File: config.mk
export PLATFORM = sky130hd
export DESIGN_NAME = period_meter
export DESIGN_NICKNAME = d
export VERILOG_FILES = /design/src/rtl/adpll_pkg.sv /design/src/rtl/sync_edge_detect.sv /design/src/rtl/period_meter.sv
export SDC_FILE = /design/constraint.sdc
export NUM_CORES = 1
export LEC_CHECK = 0
export ABC_AREA = 1
export BUFFER_PORTS_ARGS = -buffer_cell sky130_fd_sc_hd__buf_4
export CORE_UTILIZATION = 25
export CTS_CLUSTER_DIAMETER = 200
export DETAILED_ROUTE_END_ITERATION = 8
export PLACE_DENSITY = 0.43
export REMOVE_ABC_BUFFERS = 1
export SYNTH_ARGS = -nofsm -noshare
export SYNTH_HDL_FRONTEND = slang
export SYNTH_SLANG_ARGS = --single-unit
File: constraint.sdc
create_clock -name clk -period 1.7 [get_ports clk]
set_input_delay 0.34 -clock clk [delete_from_list [all_inputs] [get_ports clk]]
set_output_delay 0.34 -clock clk [all_outputs]
set_load 0.03 [all_outputs]
File: src/rtl/adpll_pkg.sv
// Shared ADPLL types and constants: period-meter FSM states, default counter
// width and the saturation-value helper.
package adpll_pkg;

    typedef enum logic [1:0] {
        PM_IDLE    = 2'd0,
        PM_ARM     = 2'd1,
        PM_MEASURE = 2'd2
    } pm_state_t;

    localparam int PM_CNT_W_DEFAULT = 16;

    // All-ones value of a w-bit counter, i.e. the saturation point.
    function automatic logic [63:0] pm_sat_max(input int unsigned w);
        return (64'd1 << w) - 64'd1;
    endfunction

endpackage

File: src/rtl/sync_edge_detect.sv
// Conditions an asynchronous input and emits a one-cycle rising-edge pulse.
// PERIOD_METER_SYNC_EN selects a 2-flop synchronizer instead of one sampling flop.
module sync_edge_detect (
    input  logic clk,
    input  logic reset,
    input  logic sig_i,
    output logic rise_o
);

    logic cond;
    logic cond_dly_q;

`ifdef PERIOD_METER_SYNC_EN
    logic [1:0] sync_q;

    always_ff @(posedge clk or posedge reset) begin
        if (reset) begin
            sync_q <= 2'b00;
        end else begin
            sync_q <= {sync_q[0], sig_i};
        end
    end

    assign cond = sync_q[1];
`else
    logic samp_q;

    always_ff @(posedge clk or posedge reset) begin
        if (reset) begin
            samp_q <= 1'b0;
        end else begin
            samp_q <= sig_i;
        end
    end

    assign cond = samp_q;
`endif

    always_ff @(posedge clk or posedge reset) begin
        if (reset) begin
            cond_dly_q <= 1'b0;
        end else begin
            cond_dly_q <= cond;
        end
    end

    assign rise_o = cond & ~cond_dly_q;

endmodule

File: src/rtl/period_meter.sv
// Measures the spacing of rising edges on sig_in in clk cycles and hands each
// result out over valid/ready. Honours PERIOD_METER_SYNC_EN via sync_edge_detect.
module period_meter
    import adpll_pkg::*;
#(
    parameter int CNT_W = PM_CNT_W_DEFAULT
) (
    input  logic             clk,
    input  logic             reset,
    input  logic             enable,
    input  logic             sig_in,
    input  logic             ready,
    output logic [CNT_W-1:0] period,
    output logic             valid,
    output logic             overflow,
    output logic             stalled,
    output logic             missed
);

    localparam logic [CNT_W-1:0] CNT_MAX = CNT_W'(pm_sat_max(CNT_W));
    localparam logic [CNT_W-1:0] CNT_ONE = CNT_W'(1);

    logic             rise;
    pm_state_t        state_q, state_d;
    logic [CNT_W-1:0] cnt_q, cnt_d;
    logic [CNT_W-1:0] period_q, period_d;
    logic             ovf_q, ovf_d;
    logic             valid_q, valid_d;
    logic             stalled_q, stalled_d;
    logic             missed_q, missed_d;

    sync_edge_detect u_edge (
        .clk    (clk),
        .reset  (reset),
        .sig_i  (sig_in),
        .rise_o (rise)
    );

    always_comb begin
        state_d   = state_q;
        cnt_d     = cnt_q;
        period_d  = period_q;
        ovf_d     = ovf_q;
        valid_d   = valid_q;
        stalled_d = stalled_q;
        missed_d  = missed_q;

        if (!enable) begin
            state_d   = PM_IDLE;
            cnt_d     = '0;
            valid_d   = 1'b0;
            stalled_d = 1'b0;
            missed_d  = 1'b0;
        end else begin
            if (valid_q && ready) begin
                valid_d = 1'b0;
            end
            case (state_q)
                PM_IDLE: begin
                    state_d   = PM_ARM;
                    cnt_d     = '0;
                    valid_d   = 1'b0;
                    stalled_d = 1'b0;
                    missed_d  = 1'b0;
                end
                PM_ARM: begin
                    if (rise) begin
                        cnt_d   = CNT_ONE;
                        state_d = PM_MEASURE;
                    end
                end
                PM_MEASURE: begin
                    if (rise) begin
                        cnt_d     = CNT_ONE;
                        stalled_d = 1'b0;
                        // A pending, unaccepted result wins; the new one is dropped.
                        if (!valid_q || ready) begin
                            period_d = cnt_q;
                            ovf_d    = stalled_q;
                            valid_d  = 1'b1;
                        end else begin
                            missed_d = 1'b1;
                        end
                    end else begin
                        cnt_d     = (cnt_q == CNT_MAX) ? cnt_q : cnt_q + CNT_ONE;
                        stalled_d = (cnt_d == CNT_MAX);
                    end
                end
                default: begin
                    state_d = PM_IDLE;
                end
            endcase
        end
    end

    always_ff @(posedge clk or posedge reset) begin
        if (reset) begin
            state_q   <= PM_IDLE;
            cnt_q     <= '0;
            period_q  <= '0;
            ovf_q     <= 1'b0;
            valid_q   <= 1'b0;
            stalled_q <= 1'b0;
            missed_q  <= 1'b0;
        end else begin
            state_q   <= state_d;
            cnt_q     <= cnt_d;
            period_q  <= period_d;
            ovf_q     <= ovf_d;
            valid_q   <= valid_d;
            stalled_q <= stalled_d;
            missed_q  <= missed_d;
        end
    end

    assign period   = period_q;
    assign valid    = valid_q;
    assign overflow = ovf_q;
    assign stalled  = stalled_q;
    assign missed   = missed_q;

endmodule
==> flow_metrics.tcl <==
set metrics [dict create \
    max_stage_delay_ns 0.36 \
    slew_headroom 0.6456 \
    die_x_um 94.86 \
    wl_per_cell_um 12.42 \
    synth-seq-cells 40 \
    synth_top_area_share 0.4643 \
    swShare 0.3161 \
    leakagePower_nw 1.331 \
    yosysMostFrequentCell "nand2_1" \
    worst_slack_ns 0.02245 \
    critPathTopFamily "simple AND/OR/NAND/NOR gates" \
    final_nets 330 \
    nFillCells 888 \
    finalSetupViolations 0 \
    grt_pass1_wl_mm 8.735 \
    seq_power_share 0.458 \
    ff2ff_setup_slack_ns 0.02 \
    grt_pass1_vias 1804 \
    yosysSeqAreaShare 0.4643 \
    die_height_um 94.86 \
    syn_area_um2 2156 \
    ioPinCount 25 \
    avgSynthCellArea_um2 7.839 \
    clockBufferDepth 2 \
    worstSkewPairLatency_ns 0.30 \
    crit_path_end_kind "flop" \
    post-route-min-period_ns 1.678 \
    postSynth.asyncResetShare 1.000 \
    worstSetupStartpointType "flop" \
    finalCoreUtilization 0.3259 \
    finalClockSkew_ns 0.004160 \
    gp_congestion 0.8133 \
    clkPwrFrac 0.305 \
    pwr-share-comb 0.237 \
    synthTopCellsByCount "nand2_1 (78), dfrtp_1 (40), inv_1 (33), o21ai_0 (33), nand3_1 (21)" \
    rows 33 \
    drive_gt1_frac 0.2461 \
    slew_viol_final 0 \
    p_int_w 0.001516 \
    core_area_um2 8299 \
    initial_core_util 0.2598 \
    port_buffers 24 \
    critPathMaxFanout 7 \
    power_density_nw_per_um2 819.2 \
    wl_mm 5.293 \
    p_switching_w 0.0007005 \
    synth_largest_area_cell "dfrtp_1" \
    root_buffer "clkbuf_8" \
    num_antenna_cells 0 \
    crit_buf_inv 0 \
    path_class "flop to flop" \
    synthTopCellsByArea "dfrtp_1 (46%), nand2_1 (14%), o21ai_0 (7.7%), inv_1 (5.7%), nand3_1 (4.9%)" \
    ant_nets 0 \
    hp-class "primary input to flop" \
    cts_tree "yes" \
    postSynthCellCount 275 \
    cts.htree.levels 2 \
    drv_cap 0 \
    status "complete, no violations" \
    yosys.cell_types.count 27 \
    yosysWarnings 0 \
    fin_area_um2 2705 \
    drcViolationCount 0 \
    grt-ovfl-total 0 \
    fin_crit_sh 0.9868 \
    power.ir.vdd_worst_v 0.0003930 \
    max_freq_mhz 596.1 \
    areaGrowthSynthToFinish_pct 25.48 \
    hold_viol 0 \
    synth_edf_count 0 \
    antenna_found_initial 0 \
    crit_chain "ha_2 > nand2_4 > nor2_4 > nand2_4 > nor2_8 > a21oi_1 > nor2_1 > nand3_1 > nor2_2 > nand2_1 > nand2_1" \
    ys.flop_type "dfrtp_1" \
    num_vias 1904 \
    dp_hpwl_mm 3.932 \
    power_w 0.002216 \
    die_area_um2 8998 \
    avgViaCountPerCell 4.469 \
    worst_pin_slew_ns 0.5316 \
    whs_ns 0.1453 \
    numCtsBuffers 5 \
    drt-initial-drc-count 65 \
    clkTransAtPathRegs_ns 0.08 \
    clock-sinks 40 \
    worstPathRequired_ns 1.94 \
    grt_max_degree 41 \
    worstPathArrival_ns 1.92 \
    grtUsageTotal 0.1291 \
    pre_cts_ws_ns -0.01464 \
    drt_first_pass_iters 5 \
    rsz0062_at_grt "true" \
    slowest_stage "dfrtp_1" \
    post_dp_cell_area_um2 2556 \
]
per-stage QoR:
step,std cells,TNS [ns]
2_1_floorplan,271,-1.232
3_3_place_gp,414,-0.01435
3_5_place_dp,414,-0.02664
4_1_cts,423,0
5_1_grt,426,-0.1358
6_report,426,0
metal layers:
| metal | share of wire | GRT usage | routed length, um |
|---|---|---|---|
| met5 | 0 | 0 | 0 |
| met4 | 0.019 | 0.05682 | 99 |
| met3 | 0.029 | 0.02415 | 154 |
| met2 | 0.46 | 0.2086 | 2433 |
| met1 | 0.49 | 0.1669 | 2605 |
layout make-up:
| type | count | area (um^2) | share of cell area |
|---|---|---|---|
| clock buffers | 8 | 90.09 | 0.03330 |
| inverters | 35 | 131.4 | 0.04857 |
| multi-input cells | 196 | 1035 | 0.3825 |
| flip-flops and latches | 40 | 1002 | 0.3705 |
| well taps | 105 | 131.4 | 0.04857 |
| repair buffers | 42 | 315.3 | 0.1166 |
power by group through the flow:
stage / Clock (W) / Combinational [W] / Sequential, W
CTS: 0.000698 / 0.000516 / 0.00102
global placement: 0 / 0.000514 / 0.00103
finish: 0.000676 / 0.000525 / 0.00102
global route: 0.000731 / 0.000597 / 0.00102
detailed placement: 0 / 0.000508 / 0.00103
floorplan: 0 / 0.000276 / 0.00106
state kept, by name (all words and copies together) (netlist names):
register,flops
u_edge.cond,1
valid,1
cnt_q,16
period,16
overflow,1
stalled,1
missed,1
state_q,2
u_edge.cond_dly_q,1
kinds of logic (layout without fill, tap and decap cells):
kind of cell / count (synthesis) / count (layout) / synth area share
flip-flops: 40 / 40 / 0.4643
adder cells (fa/ha/maj): 5 / 5 / 0.02902
XOR/XNOR: 3 / 3 / 0.01219
AO/OA/AOI/OAI: 51 / 51 / 0.1294
multiplexers: 1 / 1 / 0.005223
AND/OR/NAND/NOR: 136 / 136 / 0.2914
buffers and inverters: 39 / 85 / 0.06848
worst paths after layout:
check | startpoint | to | cells after the start
worst max-delay path | cnt_q[1] | stalled | 11
worst min-delay path | sig_in | u_edge.cond | 1
worst max register to register | cnt_q[1] | stalled | 11
worst min register to register | u_edge.cond | u_edge.cond_dly_q | 0
max in group asynchronous | reset | cnt_q[2] | 3
min in group asynchronous | reset | period[5] | 3
cells in the final DEF (no fill, tap or decap):
master,Yosys,final
nor2_1,19,16
nand2_2,2,5
nor2_4,3,3
ha_2,0,2
inv_1,33,31
nor2_8,1,1
o21ai_0,33,31
a21oi_2,2,2
nand4_1,3,3
buf_4,0,42
nand2_1,78,74
ha_1,5,3
o21ai_1,0,2
clkbuf_1,3,2
dfrtp_1,40,39
and2_1,1,1
inv_2,2,4
mux2_2,1,1
o32ai_1,1,1
a21oi_1,7,7
dfrtp_2,0,1
nand2_4,3,4
or2_2,1,1
xor2_1,3,3
clkbuf_8,0,6
o31ai_1,1,1
o22ai_1,6,6
o21bai_1,1,1
nor2_2,3,6
or2_4,1,1
nand3_1,21,21
worst register-to-register path, delay by kind of cell, from the launching register on:
family / cells / cell delay (ns)
DFF: 1 / 0.36
and+or+nand+nor: 9 / 0.97
AOI/OAI and AO/OA: 1 / 0.08
adders and majority gates: 1 / 0.21
repair_timing:
item	4_1_cts	5_1_grt
pin swaps	7	8
endpoints found under the setup margin	2	2
gates resized for setup	5	10
cloned	0	0
hold buffers	0	0
setup buffers	1	3
No activity file was read; power rests on OpenSTA's default activity.
